==> src/rtl/qspi_pkg.sv <==
// qspi_pkg: constants and encodings shared by the QSPI receive path.
//   RX_DATA_BITS_DEF : default width of one received word
//   phase_e / dir_e  : transfer phase and direction encodings; the receive
//                      handshake is enabled during PHASE_DATA with DIR_READ
//   DROP_CNT_W       : width of the dropped-word counter
package qspi_pkg;

  localparam int RX_DATA_BITS_DEF = 32;
  localparam int DROP_CNT_W       = 8;

  typedef enum logic [1:0] {
    PHASE_CMD   = 2'd0,
    PHASE_ADDR  = 2'd1,
    PHASE_DUMMY = 2'd2,
    PHASE_DATA  = 2'd3
  } phase_e;

  typedef enum logic {
    DIR_WRITE = 1'b0,
    DIR_READ  = 1'b1
  } dir_e;

endpackage

==> src/rtl/qspi_rx_fifo.sv <==
// qspi_rx_fifo: synchronous first-word-fall-through FIFO for received words.
// Ports:
//   clk, reset_n : clock, asynchronous active-low reset
//   clr          : synchronous clear of pointers and count (wins over push/pop)
//   push, din    : write din at the tail (caller guarantees room or a same-cycle pop)
//   pop          : advance the head (caller guarantees count != 0)
//   dout         : oldest word, forced to 0 while empty
//   count        : number of stored words (registered)
module qspi_rx_fifo #(
  parameter int DATA_BITS = 32,
  parameter int DEPTH     = 4
) (
  input  logic                         clk,
  input  logic                         reset_n,
  input  logic                         clr,
  input  logic                         push,
  input  logic                         pop,
  input  logic [DATA_BITS-1:0]         din,
  output logic [DATA_BITS-1:0]         dout,
  output logic [$clog2(DEPTH+1)-1:0]   count
);

  localparam int AW = $clog2(DEPTH);
  localparam int CW = $clog2(DEPTH+1);

  logic [DATA_BITS-1:0] mem [DEPTH];
  logic [AW-1:0]        wr_ptr;
  logic [AW-1:0]        rd_ptr;

  // DEPTH is a power of two, so natural pointer overflow wraps modulo DEPTH.
  always_ff @(posedge clk or negedge reset_n) begin
    if (!reset_n) begin
      wr_ptr <= '0;
      rd_ptr <= '0;
      count  <= '0;
    end else if (clr) begin
      wr_ptr <= '0;
      rd_ptr <= '0;
      count  <= '0;
    end else begin
      if (push) wr_ptr <= wr_ptr + AW'(1);
      if (pop)  rd_ptr <= rd_ptr + AW'(1);
      unique case ({push, pop})
        2'b10:   count <= count + CW'(1);
        2'b01:   count <= count - CW'(1);
        default: count <= count;
      endcase
    end
  end

  // Storage carries no reset; emptiness is tracked solely by count.
  always_ff @(posedge clk) begin
    if (push && !clr) mem[wr_ptr] <= din;
  end

  // Masking by count keeps dout at 0 during reset and when empty.
  assign dout = (count != '0) ? mem[rd_ptr] : '0;

endmodule

==> src/rtl/read_handshake.sv <==
// read_handshake: buffers received QSPI words toward firmware/DMA with a
// valid/ready handshake, flags dropped words and optionally counts them.
// Optional feature macro: READ_HANDSHAKE_DROP_CNT_EN (enables drop_count).
// Ports:
//   clk, reset_n        : clock, asynchronous active-low reset
//   enable              : high during PHASE_DATA with DIR_READ; gates store_data
//   clr                 : synchronous clear of buffer, overflow and drop_count
//   data_in, store_data : completed word and its single-cycle strobe
//   rx_ready            : consumer accepts the head word this cycle
//   rx_valid, rx_data   : head word valid / oldest buffered word
//   level               : words buffered
//   overflow            : sticky, a word was dropped
//   drop_count          : saturating dropped-word count (0 when feature disabled)
module read_handshake
  import qspi_pkg::*;
#(
  parameter int DATA_BITS = RX_DATA_BITS_DEF,
  parameter int DEPTH     = 4
) (
  input  logic                         clk,
  input  logic                         reset_n,
  input  logic                         enable,
  input  logic                         clr,
  input  logic [DATA_BITS-1:0]         data_in,
  input  logic                         store_data,
  input  logic                         rx_ready,
  output logic                         rx_valid,
  output logic [DATA_BITS-1:0]         rx_data,
  output logic [$clog2(DEPTH+1)-1:0]   level,
  output logic                         overflow,
  output logic [DROP_CNT_W-1:0]        drop_count
);

  localparam int              LW       = $clog2(DEPTH+1);
  localparam logic [LW-1:0]   FULL_LVL = LW'(DEPTH);

  logic wr_req;
  logic pop;
  logic push;
  logic drop;

  assign wr_req   = enable & store_data;
  assign rx_valid = (level != '0);
  assign pop      = rx_valid & rx_ready;
  // A same-cycle pop frees the slot, so a full buffer still accepts the word.
  assign push     = wr_req & ((level != FULL_LVL) | pop);
  assign drop     = wr_req & (level == FULL_LVL) & ~pop;

  qspi_rx_fifo #(
    .DATA_BITS (DATA_BITS),
    .DEPTH     (DEPTH)
  ) u_fifo (
    .clk     (clk),
    .reset_n (reset_n),
    .clr     (clr),
    .push    (push),
    .pop     (pop),
    .din     (data_in),
    .dout    (rx_data),
    .count   (level)
  );

  always_ff @(posedge clk or negedge reset_n) begin
    if (!reset_n)   overflow <= 1'b0;
    else if (clr)   overflow <= 1'b0;
    else if (drop)  overflow <= 1'b1;
  end

`ifdef READ_HANDSHAKE_DROP_CNT_EN
  function automatic logic [DROP_CNT_W-1:0] sat_inc(input logic [DROP_CNT_W-1:0] v);
    return (&v) ? v : v + 1'b1;
  endfunction

  logic [DROP_CNT_W-1:0] drop_cnt_q;

  always_ff @(posedge clk or negedge reset_n) begin
    if (!reset_n)   drop_cnt_q <= '0;
    else if (clr)   drop_cnt_q <= '0;
    else if (drop)  drop_cnt_q <= sat_inc(drop_cnt_q);
  end

  assign drop_count = drop_cnt_q;
`else
  assign drop_count = '0;
`endif

endmodule

==> config.mk <==
export PLATFORM = sky130hd
export DESIGN_NAME = read_handshake
export DESIGN_NICKNAME = d
export VERILOG_FILES = /design/src/rtl/qspi_pkg.sv /design/src/rtl/qspi_rx_fifo.sv /design/src/rtl/read_handshake.sv
export SDC_FILE = /design/constraint.sdc
export NUM_CORES = 1
export LEC_CHECK = 0
export ABC_AREA = 0
export CAP_MARGIN = 5
export CORE_MARGIN = 2
export CORE_UTILIZATION = 55
export DETAILED_ROUTE_END_ITERATION = 7
export HOLD_SLACK_MARGIN = 0.05
export PLACE_DENSITY = 0.81
export SYNTH_ARGS = -nofsm -noshare
export SYNTH_HDL_FRONTEND = slang
export SYNTH_HIERARCHICAL = 1
export SYNTH_SLANG_ARGS = --single-unit
==> constraint.sdc <==
create_clock -name clk -period 5.1 [get_ports clk]
set_input_delay 0.765 -clock clk [delete_from_list [all_inputs] [get_ports clk]]
set_output_delay 0.765 -clock clk [all_outputs]
set_load 0.02 [all_outputs]
# After elaboration in Yosys (flattened, before gate mapping)
# Memories as Yosys holds them, arrays and structs flattened.
# Index checks and enable logic that the tools add are counted.
[word_totals]
register_bits = 8
ramBits = 128
input_bits = 38
out_inout_bits = 45
n_memories = 1
[op_classes]
addsub = 4
n_eq_ne = 4
mux = 11
n_bitwise = 7
n_reduce_logical = 7
[memory_table]
columns = ["name", "depth", "word_bits", "rd", "rd_ports_with_merged_regs", "write_ports", "line_no", "text"]
rows = [
  ["u_fifo.mem", 4, 32, 1, 0, 1, "qspi_rx_fifo.sv:26", "logic [DATA_BITS-1:0] mem [DEPTH];"],
]
[ops]
columns = ["op", "count"]
rows = [
  ["$mux 32", 1],
  ["$mux 2", 4],
  ["$pmux 3 s2", 1],
  ["$reduce_bool 2->1", 3],
  ["$reduce_bool 3->1", 2],
  ["$and 1x1->1", 5],
  ["$add 2x1->2 const B", 2],
  ["$mux 1", 4],
  ["$add 3x1->3 const B", 1],
  ["$eq 3x3->1 const B", 1],
  ["$mux 3", 1],
  ["$ne 3x3->1 const B", 1],
  ["$sub 3x1->3 const B", 1],
  ["$eq 2x1->1 const B", 1],
  ["$eq 2x2->1 const B", 1],
  ["$logic_and 1x1->1", 1],
  ["$logic_not 1->1", 1],
  ["$not 1->1", 1],
  ["$or 1x1->1", 1],
]

# Depth between registers and ports, before layout
[logic_depth]
word_depth = 7
depth_mapped = 8
depth_no_buf = 7

# Hierarchy
# The synthesis kept the hierarchy.
[modules_own_cells]
columns = ["module", "n_inst", "cells_each", "area_per_inst_um2", "seq_area_each_um2"]
rows = [
  ["qspi_rx_fifo", 1, 245, 5267.6, 4018.9],
  ["read_handshake", 1, 18, 148.9, 25.0],
]

# Worst setup path after synthesis
# No wires, ideal clock.
[synth_path]
path_type = "in2reg"
startpoint = "input rx_ready"
endpoint = "memory u_fifo.mem[0][0] (enable)"
setup_ns = 0.392
arrival_time_ns = 2.082
required_time_ns = 4.708
slack_ns = 2.626
stages = 5
n_path_buf = 1
path_cell_list = "nor4b_2 -> nor2_1 -> buf_2 -> nor2b_1 -> and2_1"
[synth_between]
elab_chain_cells = 6
[synth_lines]
columns = ["item", "line_no", "text"]
rows = [
  ["start, declared", "read_handshake.sv:26", "input logic rx_ready,"],
  ["$and 1x1->1", "read_handshake.sv:44", "assign pop = rx_valid & rx_ready;"],
  ["$or 1x1->1", "read_handshake.sv:46", "assign push = wr_req & ((level != FULL_LVL) | pop);"],
  ["$and 1x1->1", "read_handshake.sv:46", ""],
  ["via push", "read_handshake.sv:39", "logic push;"],
  ["$logic_and 1x1->1", "qspi_rx_fifo.sv:53", "if (push && !clr) mem[wr_ptr] <= din;"],
  ["$mux 1", "qspi_rx_fifo.sv:53", ""],
  ["$mux 1 (implied by the code)", "qspi_rx_fifo.sv:53", ""],
  ["end, declared", "qspi_rx_fifo.sv:26", ""],
]
# The timed path passes the listed nets, and every way through them passes these cells.

# Final worst setup path
[layout_path]
startpoint = "register u_fifo.rd_ptr[0]"
endpoint = "output rx_data[27]"
[layout_between]
elab_chain_cells = 2
[layout_lines]
columns = ["item", "line_no", "text"]
rows = [
  ["start, declared", "qspi_rx_fifo.sv:28", "logic [AW-1:0] rd_ptr;"],
  ["start signal, assigned", "qspi_rx_fifo.sv:42", "if (pop) rd_ptr <= rd_ptr + AW'(1);"],
  ["$mem_v2 4x32", "-", ""],
  ["$mux 32", "qspi_rx_fifo.sv:57", "assign dout = (count != '0) ? mem[rd_ptr] : '0;"],
  ["end, declared", "read_handshake.sv:28", "output logic [DATA_BITS-1:0] rx_data,"],
]
# No other way between the ends.

==> flow_summary.ini <==
[outcome]
status = complete, no violations

[synth]
syn_avg_cell_area_um2 = 20.59
yosysTopAreaCell = edfxtp_1
synth.distinct_cells = 25
ys_ff_latch = 136
seq_area_frac_synth = 0.7466
yosys_warnings = 6
ys.flop_type = edfxtp_1
netlist_instances = 263
netlist_area_mm2 = 0.005416
synth.area.top_cells = edfxtp_1 71%, mux4_2 13%, nor2b_1 4.0%, dfrtp_1 3.7%, buf_4 1.1%
async_flop_share = 0.05882
synth_edf_count = 128
synth_top_area_share = 0.7096

[route]
drtAntennaViolNets = 0
routedWlPerCell_um = 19.08
finalWirelength_um = 9348
route.detailed.drc = 0
vias = 2623
viasPerCell = 5.353
first_iter_violations = 130
firstDrtPassIters = 4

[grt]
grt_pass1_vias = 2744
antenna_found_initial = 0
grt_pass1_wl_um = 14520
grt.total_usage = 0.1938
grt_overflow_total = 0
grt_max_degree = 34

[clock_network]
h-tree-depth = 4
cts_root_buffer = clkbuf_8
clkTransAtPathRegs_ns = 0.06
clk_latency_ns = 0.51
post_cts_buffers = 0
cts_max_path_buffers = 2
clkSinkCount = 136
cts-hold-fix-buffers = 0
cts_tree = done
cts-buffers-inserted = 17
ctsResizeCount = 0

[die]
io_pins = 83
die_w_um = 103.2
dieArea_mm2 = 0.01066
fp.dieH_um = 103.2
core_mm2 = 0.009684
start_util = 0.5593
rows = 36

[finish]
drive_above_1_share = 0.2073
fillers = 591
stdcell_count = 490
n_antenna_cell = 0
stdcell_area_mm2 = 0.006827
area_growth_pct = 26.03
multi_input_area_mm2 = 0.001254
regArea_mm2 = 0.004046
layout_common_cells = 128 x edfxtp_1, 74 x clkdlybuf4s50_1, 35 x nor2b_1, 32 x mux4_2, 16 x clkbuf_16
layout_commonest_cell = edfxtp_1
fin_nets = 387

[placed_design]
post-place-ws_ns = 1.738
dp_cells = 458
dp_hpwl_um = 5377
port_buffers = 74
placed_cell_area_mm2 = 0.006233
gp_congestion = 0.7144

[sta]
skew_ns = 0.008177
rsz0062_at_grt = no
finalSetupTns_ns = 0
setup_violations = 0
finalCritPeriodShare = 0.7502
maxSlewViolCount = 0
finalWorstSetupSlack_ns = 1.274
period_needed_ns = 3.826
maxSlewHeadroom = 0.3427
hold_viol_final = 0
worstMarginPinSlew_ns = 0.9859
fmax_mhz = 261.4

[pwr]
p_per_area_mw_per_mm2 = 531.8
peakVddDrop_uv = 594.3
p_leak_nw = 2.219
finalPower_mw = 3.630

[setup_path]
arrival_ns = 3.06
startpoint_type = flop
cp-end-kind = primary output
critical_path_class = flop to primary output
cp.required_ns = 4.34
crit_fanout = 30

[flow_run]
drv_cap = 0

[min_path]
hp-class = primary input to async pin
==> kinds of logic after synthesis <==
group                    share of synthesized area
AO/OA/AOI/OAI                             0.002771
XOR/XNOR                                  0.008086
adder cells (fa/ha/maj)                    0.01294
buffers and inverters                      0.02864
flip-flops                                  0.7466
multiplexers                                0.1368
other                                    0.0006923
AND/OR/NAND/NOR                            0.06353
==> cell type report <==
| type | instances | area share |
|---|---|---|
| Clock buffer | 17 | 0.06067 |
| Clock inverter | 15 | 0.02621 |
| Inverter | 3 | 0.001650 |
| Multi-Input combinational cell | 110 | 0.1837 |
| Sequential cell | 136 | 0.5927 |
| Tap cell | 133 | 0.02438 |
| Timing Repair Buffer | 76 | 0.1107 |
==> synthesized netlist by cell type (3+ instances only) <==
cell	n
buf_4	8
nor2_1	7
and2_1	5
clkbuf_1	5
xnor2_1	3
buf_6	4
inv_1	3
mux4_2	32
buf_2	4
dfrtp_1	8
edfxtp_1	128
nor2b_1	35
ha_1	4
==> path summary, 6_finish.rpt <==
| path | startpoint | to | slack [ns] | depth (start not counted) |
|---|---|---|---|---|
| max | u_fifo/rd_ptr[0] | rx_data[27] | 1.27 | 4 |
| min | reset_n | u_fifo/count[2] | 0.54 | 1 |
| max reg2reg | u_fifo/count[2] | u_fifo/mem[2][8] | 2.55 | 4 |
| min reg2reg | u_fifo/wr_ptr[1] | u_fifo/wr_ptr[1] | 0.59 | 2 |
| max in group asynchronous | reset_n | u_fifo/rd_ptr[0] | 4.26 | 1 |
| min in group clk | u_fifo/wr_ptr[1] | u_fifo/wr_ptr[1] | 0.59 | 2 |
==> metal layers <==
layer / vias to the layer above / share of wire / track usage
met2: 99 / 0.51 / 0.3057
met1: 1333 / 0.42 / 0.2566
met5: - / 0 / 0
li1: 1178 / - / -
met4: 0 / 0.016 / 0.07692
met3: 13 / 0.062 / 0.06116
==> per-stage QoR <==
step	utilization	hold WS (ns)
after floorplan	-	0.4694
after global placement	0.6437	0.5637
after detailed placement	0.6437	0.5829
after CTS	0.7049	0.5442
after global routing	0.7049	0.5509
final	0.7049	0.5443
==> report_power, final <==
| part | switching (mW) | internal [mW] |
|---|---|---|
| clock network | 0.455 | 0.744 |
| registers | 0.102 | 1.26 |
| logic | 0.504 | 0.566 |
| total | 1.06 | 2.57 |
==> state kept, by name (all words and copies together) (netlist names) <==
| name | cells |
|---|---|
| overflow | 1 |
| u_fifo/count | 3 |
| u_fifo/rd_ptr | 2 |
| u_fifo/wr_ptr | 2 |
| u_fifo/mem | 128 |
==> worst max-delay path, stage by stage, from the launching register on <==
cell and delay, ns:
dfrtp_2 1.02, buf_4 0.31, mux4_2 0.51, nor2b_1 0.14
clkdlybuf4s50_1 0.56
Note: power is estimated with default switching activity, not from simulation.
